<file path="src/rtl/timer_pkg.sv">
// rtl/timer_pkg.sv - shared constants, state encoding and byte-merge helper for the timer bank
package timer_pkg;

    localparam logic [1:0] REG_CTRL   = 2'd0;
    localparam logic [1:0] REG_PRESET = 2'd1;
    localparam logic [1:0] REG_COUNT  = 2'd2;
    localparam logic [1:0] REG_STATUS = 2'd3;

    localparam int CTRL_EN      = 0;
    localparam int CTRL_MODE_LO = 1;
    localparam int CTRL_IM      = 3;

    localparam logic [1:0] MODE_ONESHOT = 2'b00;
    localparam logic [1:0] MODE_RELOAD  = 2'b01;

    typedef enum logic [1:0] {
        ST_IDLE = 2'd0,
        ST_LOAD = 2'd1,
        ST_CNT  = 2'd2,
        ST_INT  = 2'd3
    } state_t;

    function automatic logic [31:0] merge_bytes(
        input logic [31:0] old_val,
        input logic [31:0] new_val,
        input logic [3:0]  be
    );
        logic [31:0] res;
        for (int i = 0; i < 4; i++) begin
            res[8*i +: 8] = be[i] ? new_val[8*i +: 8] : old_val[8*i +: 8];
        end
        return res;
    endfunction

endpackage

</file>
<file path="src/rtl/timer_channel.sv">
// rtl/timer_channel.sv - one down-counter channel: CTRL/PRESET/COUNT/pending plus its IDLE/LOAD/CNT/INT FSM
module timer_channel
    import timer_pkg::*;
#(
    parameter int WIDTH = 32
) (
    input  logic             clk,
    input  logic             reset,
    input  logic             wr_ctrl,
    input  logic             wr_preset,
    input  logic             clr_pend,
    input  logic [WIDTH-1:0] wdata,
    output logic [3:0]       ctrl,
    output logic [WIDTH-1:0] preset,
    output logic [WIDTH-1:0] count,
    output logic             pending,
    output logic             irq
);

    state_t           state;
    state_t           state_nxt;
    logic [3:0]       ctrl_eff;
    logic [3:0]       ctrl_nxt;
    logic [WIDTH-1:0] count_nxt;
    logic             set_pend;

    // The FSM decides on the CTRL value as it will be after this edge, so an
    // enabling write leaves IDLE on the same edge and a disabling write freezes COUNT.
    assign ctrl_eff = wr_ctrl ? wdata[3:0] : ctrl;

    always_comb begin
        state_nxt = state;
        ctrl_nxt  = ctrl_eff;
        count_nxt = count;
        set_pend  = 1'b0;
        case (state)
            ST_IDLE: begin
                if (ctrl_eff[CTRL_EN]) state_nxt = ST_LOAD;
            end
            ST_LOAD: begin
                count_nxt = preset;
                state_nxt = ST_CNT;
            end
            ST_CNT: begin
                if (!ctrl_eff[CTRL_EN]) begin
                    state_nxt = ST_IDLE;
                end else if (count <= WIDTH'(1)) begin
                    count_nxt = '0;
                    set_pend  = 1'b1;
                    state_nxt = ST_INT;
                end else begin
                    count_nxt = count - WIDTH'(1);
                end
            end
            ST_INT: begin
                // Reserved MODE encodings fall through to one-shot.
                if (ctrl_eff[CTRL_MODE_LO +: 2] == MODE_RELOAD) begin
                    state_nxt = ctrl_eff[CTRL_EN] ? ST_LOAD : ST_IDLE;
                end else begin
                    ctrl_nxt[CTRL_EN] = 1'b0;
                    state_nxt         = ST_IDLE;
                end
            end
            default: state_nxt = ST_IDLE;
        endcase
    end

    always_ff @(posedge clk) begin
        if (reset) begin
            state   <= ST_IDLE;
            ctrl    <= {1'b0, MODE_ONESHOT, 1'b0};
            preset  <= '0;
            count   <= '0;
            pending <= 1'b0;
        end else begin
            state   <= state_nxt;
            ctrl    <= ctrl_nxt;
            count   <= count_nxt;
            if (wr_preset) preset <= wdata;
            pending <= set_pend | (pending & ~clr_pend);
        end
    end

    assign irq = pending & ctrl[CTRL_IM];

endmodule

</file>
<file path="src/rtl/timer_bank.sv">
// rtl/timer_bank.sv - multi-channel timer bank: address decode, byte-enable merge, read mux, IRQ vector
module timer_bank
    import timer_pkg::*;
#(
    parameter int N_CH  = 2,
    parameter int WIDTH = 32
) (
    input  logic            clk,
    input  logic            reset,
    input  logic [29:0]     Addr,
    input  logic            WE,
    input  logic [3:0]      byteen,
    input  logic [31:0]     Din,
    output logic [31:0]     Dout,
    output logic [N_CH-1:0] IRQ
);

    // One extra channel-index bit so the slot just past the last channel
    // decodes as empty instead of aliasing onto channel 0.
    localparam int CH_W = $clog2(N_CH) + 1;

    logic [1:0]       reg_sel;
    logic [CH_W-1:0]  ch_sel;
    logic [31:0]      wdata;
    logic             unused_bits;

    logic [3:0]       ctrl_q    [N_CH];
    logic [WIDTH-1:0] preset_q  [N_CH];
    logic [WIDTH-1:0] count_q   [N_CH];
    logic             pending_q [N_CH];

    assign reg_sel     = Addr[1:0];
    assign ch_sel      = Addr[CH_W+1:2];
    assign unused_bits = ^{Addr[29:CH_W+2], wdata};

    // Partial writes merge into the addressed register's current read value.
    assign wdata = merge_bytes(Dout, Din, byteen);

    always_comb begin
        Dout = '0;
        for (int c = 0; c < N_CH; c++) begin
            if (ch_sel == CH_W'(c)) begin
                case (reg_sel)
                    REG_CTRL:   Dout = 32'(ctrl_q[c]);
                    REG_PRESET: Dout = 32'(preset_q[c]);
                    REG_COUNT:  Dout = 32'(count_q[c]);
                    default:    Dout = 32'(pending_q[c]);
                endcase
            end
        end
    end

    for (genvar c = 0; c < N_CH; c++) begin : g_ch
        logic sel;
        assign sel = WE && (ch_sel == CH_W'(c));

        timer_channel #(
            .WIDTH (WIDTH)
        ) u_channel (
            .clk       (clk),
            .reset     (reset),
            .wr_ctrl   (sel && (reg_sel == REG_CTRL)),
            .wr_preset (sel && (reg_sel == REG_PRESET)),
            .clr_pend  (sel && (reg_sel == REG_STATUS) && byteen[0] && Din[0]),
            .wdata     (wdata[WIDTH-1:0]),
            .ctrl      (ctrl_q[c]),
            .preset    (preset_q[c]),
            .count     (count_q[c]),
            .pending   (pending_q[c]),
            .irq       (IRQ[c])
        );
    end

endmodule

</file>
<file path="config.mk">
export PLATFORM = sky130hd
export DESIGN_NAME = timer_bank
export DESIGN_NICKNAME = d
export VERILOG_FILES = /design/src/rtl/timer_pkg.sv /design/src/rtl/timer_channel.sv /design/src/rtl/timer_bank.sv
export SDC_FILE = /design/constraint.sdc
export NUM_CORES = 1
export LEC_CHECK = 0
export CORE_MARGIN = 2
export CORE_UTILIZATION = 50
export DETAILED_ROUTE_END_ITERATION = 10
export GPL_ROUTABILITY_DRIVEN = 1
export PLACE_DENSITY = 0.79
export SLEW_MARGIN = 20
export SYNTH_ARGS = -nofsm -noshare
export SYNTH_HDL_FRONTEND = slang
export SYNTH_SLANG_ARGS = --single-unit
</file>
<file path="constraint.sdc">
create_clock -name clk -period 6.5 [get_ports clk]
set_clock_uncertainty 0.15 [all_clocks]
set_input_delay 1.95 -clock clk [delete_from_list [all_inputs] [get_ports clk]]
set_output_delay 1.95 -clock clk [all_outputs]
set_load 0.1 [all_outputs]
</file>
Word-level counts from Yosys, hierarchy flattened
Index checks and enable logic that the tools add are counted.

Memory bits (read-only): 0. Output and inout bits: 34. Word-level logic and storage cells: 102. Bits in registers: 142. Input bits: 69. Latch bits: 0. Memories: 0. Bits in writable memories: 0.

Shift-type cells: 0. $lt $le $gt $ge: 2. Multiplexer cells: 38. Equal/unequal tests: 18. Bitwise gates (word level): 8. Multiply operators: 0. Add/subtract/negate cells: 2. Reduce and logical (&&, ||, !) cells: 22. Divide/modulo/power cells: 0.

Operators by type and width (count): two-way mux 32 bit (6); case mux 32 bit (3 select lines) (2); case mux 32 bit (2 select lines) (2); <= comparator 32 x 1 -> 1 bit, second input constant (2); subtractor 32 x 1 -> 32 bit, second input constant (2); two-way mux 8 bit (4); two-way mux 2 bit (8); case mux 2 bit (4 select lines) (2); == test 2 x 1 -> 1 bit, second input constant (6); == test 2 bit, second input constant (6); logical AND 1 bit (12); two-way mux 1 bit (12); zero test 2 bit (4); inequality test 2 x 1 -> 1 bit, second input constant (4); AND reduction 2 bit (4); two-way mux 3 bit (2); inequality test 3 bit, second input constant (2); AND 1 bit (4); nonzero test 2 bit (2); NOT 1 bit (2); bitwise OR 1 bit (2).

Logic depth before layout (Yosys ltp)
Depth in word-level cells: 9. Mapped depth: 10. Depth with buffers taken out: 8.

Modules after synthesis
Synthesis repeated with hierarchy kept, for this count alone.

Cells, all modules: 1288. Area, all modules: 9731.8 µm².

Modules (own cells, without submodules): timer_channel (cells each 473, sequential area each 1421.4 µm², area each 3767.4 µm², times used 2); timer_bank (cells each 342, sequential area each 0.0 µm², area each 2197.1 µm², times used 1).

Worst setup path after synthesis
Ideal clock, no wire load.

Kind: input -> output. From: input Addr[0]. To: output Dout[16]. Slack: -242 ps. Data required time: 4400 ps. Stages on the path: 7. Arrival: 4642 ps. Buffers on the path: 4. Path through: buf_2 -> buf_2 -> nor2b_1 -> buf_2 -> clkbuf_1 -> a22oi_1 -> o22ai_1.

Word-level cells in the longest chain between the ends: 4.

Ends and longest elaborated chain: start, declared (RTL line timer_bank.sv:10) `input logic [29:0] Addr,`; == test 2 bit, or another cell as far along (RTL line timer_bank.sv:43) `case (reg_sel)`; case mux 32 bit (3 select lines) (RTL line timer_bank.sv:43); two-way mux 32 bit (RTL line timer_bank.sv:42) `if (ch_sel == CH_W'(c)) begin`; two-way mux 32 bit * (RTL line timer_bank.sv:42); end, declared (RTL line timer_bank.sv:14) `output logic [31:0] Dout,`.

Mark *: on every way between the ends. The rest lies on a longest branch, timed or not.

Worst setup path after layout
From: input Addr[1]. To: output Dout[5].

Same word-level chain as after synthesis.

==> metrics.cfg <==
[clock_network]
cts_made_buffers = 17
clkSinkCount = 142
cts_resized = 0
clockBufferDepth = 2
cts.repair_timing.setup_buffer_count = 0
cts_root_buf = clkbuf_16
postCtsHoldBufs = 0
tritoncts_clock_tree = built
htree_num_levels = 4
clk_pin_slew_ns = 0.06
clkLatencyLatePin_ns = 0.43

[routing]
drc_errors = 0
routedLengthMet1_um = 12200
dr_wl_met3_um = 2500
routed-via-count = 9126
drt-pass1-iter-count = 6
detailroute.wirelength.met2_um = 13100
detail_route.wirelength_um = 28600
route.detailed.wl_per_inst_um = 20.5
dr.first_iter.drc_count = 1376
dr.max_layer_used = met4
vias_per_cell = 6.54
drtAntennaViolNets = 0

[yosys]
netlist-cell-type-count = 74
synth-edff-count = 0
synthesis.area_per_instance_um2 = 7.55
synthesis.nets = 1210
synthArstFlopShare_pct = 0
syn-cell-area_mm2 = 0.00859
synth.ff_latch_count = 142
netlist_instances = 1137
synth.yosys.seq_area_share_pct = 33.1
synth_flop_cell = dfxtp_1
yosysWarnings = 0

[pwr]
power.ir.vdd_worst_v = 0.000195
power.static_leakage_nw = 3.66
powerDensity_mw_per_mm2 = 199
design_power_total_mw = 2.12

[grt]
grt_start_max_net_pins = 79
grt_pass1_vias = 8293
grt_util_all_layers_pct = 31.5
antenna_found_initial = 0
global_route_wire_length_before_repair_um = 45400
gr-total-overflow = 0

[floorplanning]
core_area_mm2 = 0.0167
boundary_pin_count = 103
initial_utilization_pct = 51.4
fp.dieArea_mm2 = 0.0182
dieWidth_um = 135
fp.dieH_um = 135
floorplan.rows = 47

[setup_path]
critical_path.slowest_cell = nor2b_4
worstPathBufferInverterCount = 3
critical_path.endpoint_type = output pin
critical_path.max_fanout = 17
worst_setup_path_start_kind = input port
timing.critical_path.cells = clkdlybuf4s50_1 > nor2b_4 > buf_4 > a22oi_1 > o22ai_1 > buf_12
critical_path_arrival_ns = 3.97
criticalPathCategory = in2out
critical_path.top_delay_family = buffers and inverters
slowest_delay_ns = 0.56
worst_ep_required_time_ns = 4.40

[placement]
placement.setup.worst_slack_ns = 0.492
dp.cells = 1363
port-buffer-count = 76
hpwl_um = 19900
gp_congestion = 0.945

[sta]
finalHoldViolCount = 0
setup_viol = 0
finalSetupTns_ns = 0
max_clock_freq_ghz = 0.165
layout_worst_path_cycle_share_pct = 93.4
slew-limit-headroom_pct = 30.4
timing.final.crit_period_ns = 6.07
setup_slack_ns = 0.432
rsz_0062_raised_after_global_routing = no
worst-slew-pin-transition_ns = 1.04
timing_max_transition_violations_final = 0

[cells_and_area]
seq_area_mm2 = 0.00284
area_growth_syn_to_layout_pct = 23.8
multi_input_comb_area_mm2 = 0.00551
fin_util_pct = 63.7
fin_nets = 1236
final_cell_count_no_fill = 1395
antenna-diode-count = 0
post_route_cells_drive_above_1_share_pct = 12.3
nFillCells = 1451

[run_status]
outcome = complete, no violations

[run]
max_capacitance_violation_total = 0

[hold_path]
worst_hold_path_class = reg2reg

## layout by cell type (no fill, tap or decap), drive strengths merged, types with 5 or more instances in the layout
cell type      instances
a211oi                14
a21o                   5
a21oi                 88
a221oi                 5
a22oi                 61
a32oi                  8
and2                  15
buf                   62
clkbuf                20
clkdlybuf4s50         43
dfxtp                142
inv                   15
mux2i                 40
nand2                133
nand2b                26
nand3                 11
nor2                 127
nor2b                 13
nor3                  32
nor4                  27
o21a                  63
o21ai                 60
o22ai                 28
o31ai                 16
o32ai                 16
o41ai                  5
or2                    6
or3                   16
or4                   10
## worst reg2reg max path, delay by kind of cell (launching register included)
family                   cells  cell delay, ns
buffers and inverters        1            0.13
AO/OA/AOI/OAI                2            0.34
flip-flops                   1            0.34
AND/OR/NAND/NOR              4            2.04
adder cells (fa/ha/maj)      1            0.25
## sequential cells by signal, indices dropped and copies added (netlist names)
signal	cells
g_ch.u_channel.preset	64
g_ch.u_channel.count	64
g_ch.u_channel.pending	2
g_ch.u_channel.ctrl	8
g_ch.u_channel.state	4
## per-layer routing
layer	GRT usage (%)	up-vias
met3	4.77	84
met5	0	-
met4	11.3	0
li1	-	4250
met1	45.1	4255
met2	48.2	537
## stage by stage
stage | hold slack (ns) | instance area (µm²)
floorplan | 0.300 | 8750
detailed placement | 0.332 | 10000
global placement | 0.328 | 10000
finish | 0.341 | 10600
global route | 0.375 | 10600
CTS | 0.345 | 10600
## logic make-up after synthesis
group,after synthesis,share of synthesized area (%)
and+or+nand+nor,434,24.5
DFF,142,33.1
AOI/OAI and AO/OA,398,31.1
xor gates and xnor gates,3,0.306
buffers and inverters,113,5.38
adders and majority gates,4,0.583
muxes,43,5.06
## final timing paths
path,from,slack [ns],cells past startpoint,end
setup / recovery,Addr[1],0.43,6,Dout[5]
hold / removal,g_ch[1].u_channel.state[1]$_SDFFE_PP0P_,0.34,1,g_ch[1].u_channel.ctrl[0]$_SDFF_PP0_
setup reg to reg,g_ch[1].u_channel.count[0]$_SDFFE_PP0P_,3.13,8,g_ch[1].u_channel.count[30]$_SDFFE_PP0P_
hold reg to reg,g_ch[1].u_channel.state[1]$_SDFFE_PP0P_,0.34,1,g_ch[1].u_channel.ctrl[0]$_SDFF_PP0_
## report_power, final
group / total (mW) / internal [mW] / leakage (nW) / switching, mW
combinational: 0.252 / 0.0907 / 2.25 / 0.161
sequential: 0.884 / 0.877 / 1.14 / 0.00724
clock: 0.981 / 0.599 / 0.272 / 0.382
total: 2.12 / 1.57 / 3.66 / 0.550
## area by class of cell
type	instances	area share [%]
Multi-Input combinational cell	882	51.8
Sequential cell	142	26.7
Timing Repair Buffer	105	12.9
Clock inverter	11	1.35
Tap cell	220	2.59
Clock buffer	20	4.11
Inverter	15	0.530
## cell usage after synthesis (14+ instances only)
master / count / share of area, %
and2_1: 15 / 1.1
o21a_1: 63 / 5.5
o21ai_0: 56 / 3.3
a22oi_1: 61 / 5.3
inv_1: 14 / 0.61
nor4_1: 24 / 1.7
dfxtp_1: 142 / 33
a211oi_1: 14 / 1.2
mux2i_1: 40 / 4.7
nand2_1: 133 / 5.8
o31ai_1: 15 / 1.3
o22ai_1: 28 / 2.0
nor3_1: 32 / 1.9
a21oi_1: 88 / 5.1
o32ai_1: 15 / 1.5
nor2_1: 127 / 5.6
clkbuf_1: 73 / 3.2
nand2b_1: 26 / 1.9
Power figures use the tool's default switching activity.
